## src/rtl/output_stage.sv

```systemverilog
// ============================================================================
// output_stage : selects one of four input phits for this output port, strips
// the route field from newly granted heads, tracks framing, counts packets.
// Revision: 1.0
// ============================================================================
`default_nettype none

module output_stage #(
  parameter int PHIT_W = 16,
  parameter int CNT_W  = 16
) (
  input  logic              clk,
  input  logic              rst_n,
  input  logic [PHIT_W-1:0] in0,
  input  logic [PHIT_W-1:0] in1,
  input  logic [PHIT_W-1:0] in2,
  input  logic [PHIT_W-1:0] in3,
  input  logic [3:0]        select,
  input  logic              shift,
  output logic [PHIT_W-1:0] out_phit,
  output logic              out_sop,
  output logic [CNT_W-1:0]  pkt_count,
  output logic [CNT_W-1:0]  phit_count,
  output logic              err_multi,
  output logic              err_proto
);

  localparam logic [1:0]       C_TYPE_HEAD    = 2'b11;
  localparam logic [1:0]       C_TYPE_PAYLOAD = 2'b10;
  localparam logic [CNT_W-1:0] C_CNT_ONE      = CNT_W'(1);

  typedef enum logic [0:0] {
    IDLE = 1'b0,
    BUSY = 1'b1
  } state_t;

  state_t            r_state;
  state_t            w_state_nxt;
  logic [3:0]        r_last_sel;
  logic [3:0]        w_last_sel_nxt;
  logic [PHIT_W-1:0] w_sel_phit;
  logic [PHIT_W-1:0] w_head_phit;
  logic [PHIT_W-1:0] w_phit_nxt;
  logic [1:0]        w_type;
  logic              w_onehot;
  logic              w_multi;
  logic              w_sop_nxt;
  logic              w_pkt_inc;
  logic              w_set_multi;
  logic              w_set_proto;

  always_comb begin
    w_sel_phit = '0;
    case (select)
      4'b0001: w_sel_phit = in0;
      4'b0010: w_sel_phit = in1;
      4'b0100: w_sel_phit = in2;
      4'b1000: w_sel_phit = in3;
      default: w_sel_phit = '0;
    endcase
  end

  assign w_onehot    = (select != 4'd0) && ((select & (select - 4'd1)) == 4'd0);
  assign w_multi     = (select != 4'd0) && !w_onehot;
  assign w_type      = w_sel_phit[PHIT_W-1 -: 2];
  // Consumed route field drops out; the next hop's route moves to the top.
  assign w_head_phit = {C_TYPE_HEAD, w_sel_phit[PHIT_W-5:0], 2'b00};

  always_comb begin
    w_state_nxt    = r_state;
    w_last_sel_nxt = r_last_sel;
    w_phit_nxt     = '0;
    w_sop_nxt      = 1'b0;
    w_pkt_inc      = 1'b0;
    w_set_multi    = 1'b0;
    w_set_proto    = 1'b0;
    if (w_multi) begin
      w_set_multi = 1'b1;
      w_state_nxt = IDLE;
    end else if (select == 4'd0) begin
      w_set_proto = shift;
      w_state_nxt = IDLE;
    end else if (shift && (w_type == C_TYPE_HEAD)) begin
      // New packet; a back-to-back head from any port is accepted in BUSY too.
      w_phit_nxt     = w_head_phit;
      w_sop_nxt      = 1'b1;
      w_pkt_inc      = 1'b1;
      w_last_sel_nxt = select;
      w_state_nxt    = BUSY;
    end else if ((r_state == BUSY) && !shift && (w_type == C_TYPE_PAYLOAD) &&
                 (select == r_last_sel)) begin
      w_phit_nxt = w_sel_phit;
    end else begin
      w_set_proto = 1'b1;
      w_state_nxt = IDLE;
    end
  end

  always_ff @(posedge clk or negedge rst_n) begin
    if (!rst_n) begin
      r_state    <= IDLE;
      r_last_sel <= 4'd0;
    end else begin
      r_state    <= w_state_nxt;
      r_last_sel <= w_last_sel_nxt;
    end
  end

  always_ff @(posedge clk or negedge rst_n) begin
    if (!rst_n) begin
      out_phit   <= '0;
      out_sop    <= 1'b0;
      pkt_count  <= '0;
      phit_count <= '0;
      err_multi  <= 1'b0;
      err_proto  <= 1'b0;
    end else begin
      out_phit  <= w_phit_nxt;
      out_sop   <= w_sop_nxt;
      err_multi <= err_multi | w_set_multi;
      err_proto <= err_proto | w_set_proto;
      if (w_pkt_inc) begin
        pkt_count <= pkt_count + C_CNT_ONE;
      end
      if (w_phit_nxt != '0) begin
        phit_count <= phit_count + C_CNT_ONE;
      end
    end
  end

endmodule

`default_nettype wire

```

## config.mk

```make
export PLATFORM = sky130hd
export DESIGN_NAME = output_stage
export DESIGN_NICKNAME = d
export VERILOG_FILES = /design/src/rtl/output_stage.sv
export SDC_FILE = /design/constraint.sdc
export NUM_CORES = 1
export LEC_CHECK = 0
export CORE_ASPECT_RATIO = 1.75
export CORE_MARGIN = 1.5
export CORE_UTILIZATION = 48
export CTS_CLUSTER_DIAMETER = 50
export DETAILED_ROUTE_END_ITERATION = 16
export PLACE_DENSITY = 0.86
export SLEW_MARGIN = 20
export SYNTH_ARGS = -nofsm -noshare
export SYNTH_HDL_FRONTEND = slang
export SYNTH_SLANG_ARGS = --single-unit
```

## constraint.sdc

```tcl
create_clock -name clk -period 2.8 [get_ports clk]
set_input_delay 0.56 -clock clk [delete_from_list [all_inputs] [get_ports clk]]
set_output_delay 0.56 -clock clk [all_outputs]
set_load 0.02 [all_outputs]
```

==> impl_metrics.tcl <==
set metrics [dict create \
    hold-worst-slack_ns 0.395 \
    setup_viol 0 \
    leakagePower_nw 1.98 \
    postCtsResizedCells 0 \
    tritoncts "yes" \
    crit_family "simple AND/OR/NAND/NOR gates" \
    detailed_place_hpwl_um 6170 \
    outcome "completed" \
    grt_overflow_total 0 \
    share_of_the_clock_period_used_by_the_worst_path 0.905 \
    remaining_drc_errors 0 \
    cpPeakStageDelay_ns 0.84 \
    timing_worst_slew_pin_value_ns 0.989 \
    fp.dieW_um 64.6 \
    synth-seq-cells 56 \
    power_per_cell_area_nw_per_um2 379 \
    synth_fp_nets 359 \
    clock_sink_count 56 \
    share_comb_of_total_power 0.176 \
    clk_pin_slew_worst_paths_ns 0.07 \
    vias 2809 \
    slew_headroom 0.340 \
    place_ws_ns -0.0320 \
    worstSetupEndpointType "register" \
    gpl.final_weighted_congestion 0.841 \
    pin_count 122 \
    synth_area_um2 3180 \
    numPortBuffers 121 \
    p_sw_uw 430 \
    grt_first_pass_wirelength_um 13400 \
    detail_route.wirelength_um 8110 \
    report.final.hold_viol_count 0 \
    route.detailed.wl_per_inst_um 16.5 \
    final_layout_fill_cell_count 468 \
    area_growth_syn_to_layout_pct 46.0 \
    synth_commonest_cells "sky130_fd_sc_hd__dfrtp_1 (56), sky130_fd_sc_hd__a22oi_1 (27), sky130_fd_sc_hd__xor2_1 (23)" \
    power.clock.fraction 0.336 \
    via_count_of_the_first_global_routing_pass 2858 \
    synth_enable_flop_cells 0 \
    tns_ns 0 \
    timing.critical_path.slowest_stage_cell "sky130_fd_sc_hd__nor2b_1" \
    min_path_type "primary input to async pin" \
    drt-vias-per-instance 5.73 \
    synth-adder-area-share 0.00786 \
    synthMuxAreaShare 0.0212 \
    cp_num_buf_inv 1 \
    synth.lib_cells_used.distinct 44 \
    die_height_um 111 \
    clock.fmax_ghz 0.395 \
    crit_type "primary input to register" \
    syn-instance-count 286 \
    crit_chain "clkdlybuf4s50_1, nor2b_1, a22oi_1, o21ai_0, a22o_1" \
    final_worst_setup_slack_ns 0.267 \
    yosys_top_cell_area_share 0.440 \
    final-max-slew-violation-count 0 \
    period_minus_slack_ns 2.53 \
    grt.total_usage 0.234 \
    share_seq_of_total_power 0.488 \
    h_tree_lvl_count 2 \
    yosysMostFrequentCell "sky130_fd_sc_hd__dfrtp_1" \
    switching_share 0.244 \
    placement.cell_area_um2 4510 \
    startpoint_type "primary input" \
    timing.max_cap.violations 0 \
    clock_tree.root_cell "sky130_fd_sc_hd__clkbuf_16" \
    cp_max_fo 14 \
    postCtsHoldBufs 0 \
    grt_start_max_net_pins 57 \
    worstPathRequired_ns 3.02 \
    synth_top_cell_by_area "sky130_fd_sc_hd__dfrtp_1" \
    dr.first_iter.drc_count 140 \
    avgSynthCellArea_um2 11.1 \
    postRouteAntennaNets 0 \
    internal_power_mw 1.33 \
    numCtsBuffers 5 \
    synth_simple_gate_area_frac 0.160 \
    synthArstFlopShare 1.00 \
    ratio_of_cells_with_drive_above_1_in_the_final_layout 0.142 \
    clk_latency_ns 0.29 \
    floorplan.core_area_um2 6490 \
    synth_top_family_by_area "compound AO/OA/AOI/OAI gates" \
    grt_setup_unrepaired "no" \
    synth_xor_xnor_area_share 0.0963 \
    cts.repair_timing.setup_buffer_count 0 \
    layout.nets 481 \
    initial_core_util 0.490 \
    max-clock-path-buffers 2 \
    final_design_area_no_fill_um2 4650 \
    top_flip_flop_cell_by_instance_count_after_synthesis "sky130_fd_sc_hd__dfrtp_1" \
    firstDrtPassIters 6 \
    seq_area_frac_synth 0.440 \
    grt_antenna_before_repair 0 \
    power.ir.vdd_worst_mv 0.269 \
    n_antenna_cell 0 \
    area_of_the_die_um2 7150 \
    cp_data_arrival_time_ns 2.75 \
    design_power_total_mw 1.76 \
    compound_cell_area_share_of_the_yosys_netlist 0.226 \
    synth_area_leaders "sky130_fd_sc_hd__dfrtp_1 (44%), sky130_fd_sc_hd__a22oi_1 (6.4%), sky130_fd_sc_hd__xor2_1 (6.3%)" \
    ys_warns 0 \
    floorplan.rows 39 \
    worst_clock_skew_ns 0.00567 \
]
-- worst paths after layout --
| check | startpoint | slack [ns] | to | cells after the start |
|---|---|---|---|---|
| max | select[1] | 0.27 | out_phit[6] | 5 |
| min | rst_n | 0.39 | pkt_count[8] | 2 |
| max reg2reg | r_last_sel[1] | 0.92 | phit_count[6] | 6 |
| min reg2reg | pkt_count[15] | 0.48 | pkt_count[15] | 1 |
| max in group asynchronous | rst_n | 1.95 | err_proto | 2 |
| min in group clk | pkt_count[15] | 0.48 | pkt_count[15] | 1 |
-- cells by family (layout without fill, tap and decap cells) --
group,after synthesis,after routing
flops,56,56
fa+ha+maj,2,2
simple gates,78,78
mux,6,6
xor+xnor,35,35
compound gates,83,83
buf+inv,26,148
-- per-layer routing --
| metal | up-vias | track usage | part of all wire |
|---|---|---|---|
| met5 | - | 0 | 0 |
| met1 | 1391 | 0.277 | 0.38 |
| li1 | 1301 | - | - |
| met4 | 0 | 0.104 | 0.039 |
| met2 | 90 | 0.415 | 0.54 |
| met3 | 27 | 0.0274 | 0.035 |
-- flip-flops by register name (all words and copies together) (netlist names) --
name,flops
r_last_sel,4
r_state,1
err_multi,1
err_proto,1
phit_count,16
out_phit,16
out_sop,1
pkt_count,16
-- metrics by stage --
step            util  std cells
3_5_place_dp   0.695        483
5_1_grt        0.716        490
2_1_floorplan      -        286
4_1_cts        0.716        490
3_3_place_gp   0.695        483
6_report       0.716        490
-- layout make-up --
cell class / instances / area (um2) / share of cell area
multi-input cells: 204 / 1630 / 0.351
flip-flops and latches: 56 / 1400 / 0.301
repair buffers: 136 / 1360 / 0.292
clock buffers: 5 / 125 / 0.0269
well taps: 82 / 103 / 0.0221
inverters: 5 / 18.8 / 0.00404
clock inverters: 2 / 12.5 / 0.00269
-- power groups by stage --
stage	clock network (mW)	registers (mW)	logic (mW)
2_1_floorplan	0	0.890	0.112
3_3_place_gp	0	0.874	0.303
3_5_place_dp	0	0.875	0.309
4_1_cts	0.603	0.860	0.311
5_1_grt	0.636	0.863	0.336
6_report	0.592	0.859	0.309
-- cells in the final DEF, fill, tap and decap left out, types with 3 or more instances in the layout --
cell type and instances:
sky130_fd_sc_hd__dfrtp_1 56, sky130_fd_sc_hd__a2111oi_2 3, sky130_fd_sc_hd__nand3b_1 5, sky130_fd_sc_hd__nor2_1 11, sky130_fd_sc_hd__a22oi_1 27, sky130_fd_sc_hd__clkbuf_16 5
sky130_fd_sc_hd__a21oi_1 3, sky130_fd_sc_hd__nand2_1 10, sky130_fd_sc_hd__and2_1 5, sky130_fd_sc_hd__mux2_2 6, sky130_fd_sc_hd__xor2_1 23, sky130_fd_sc_hd__xnor2_1 12
sky130_fd_sc_hd__a22o_1 12, sky130_fd_sc_hd__and3_1 6, sky130_fd_sc_hd__buf_12 3, sky130_fd_sc_hd__o21ai_0 15, sky130_fd_sc_hd__nand4_1 11, sky130_fd_sc_hd__clkdlybuf4s50_1 120
sky130_fd_sc_hd__buf_4 12, sky130_fd_sc_hd__nand3_1 14, sky130_fd_sc_hd__a211oi_2 10, sky130_fd_sc_hd__inv_1 5
Power figures use the tool's default switching activity.
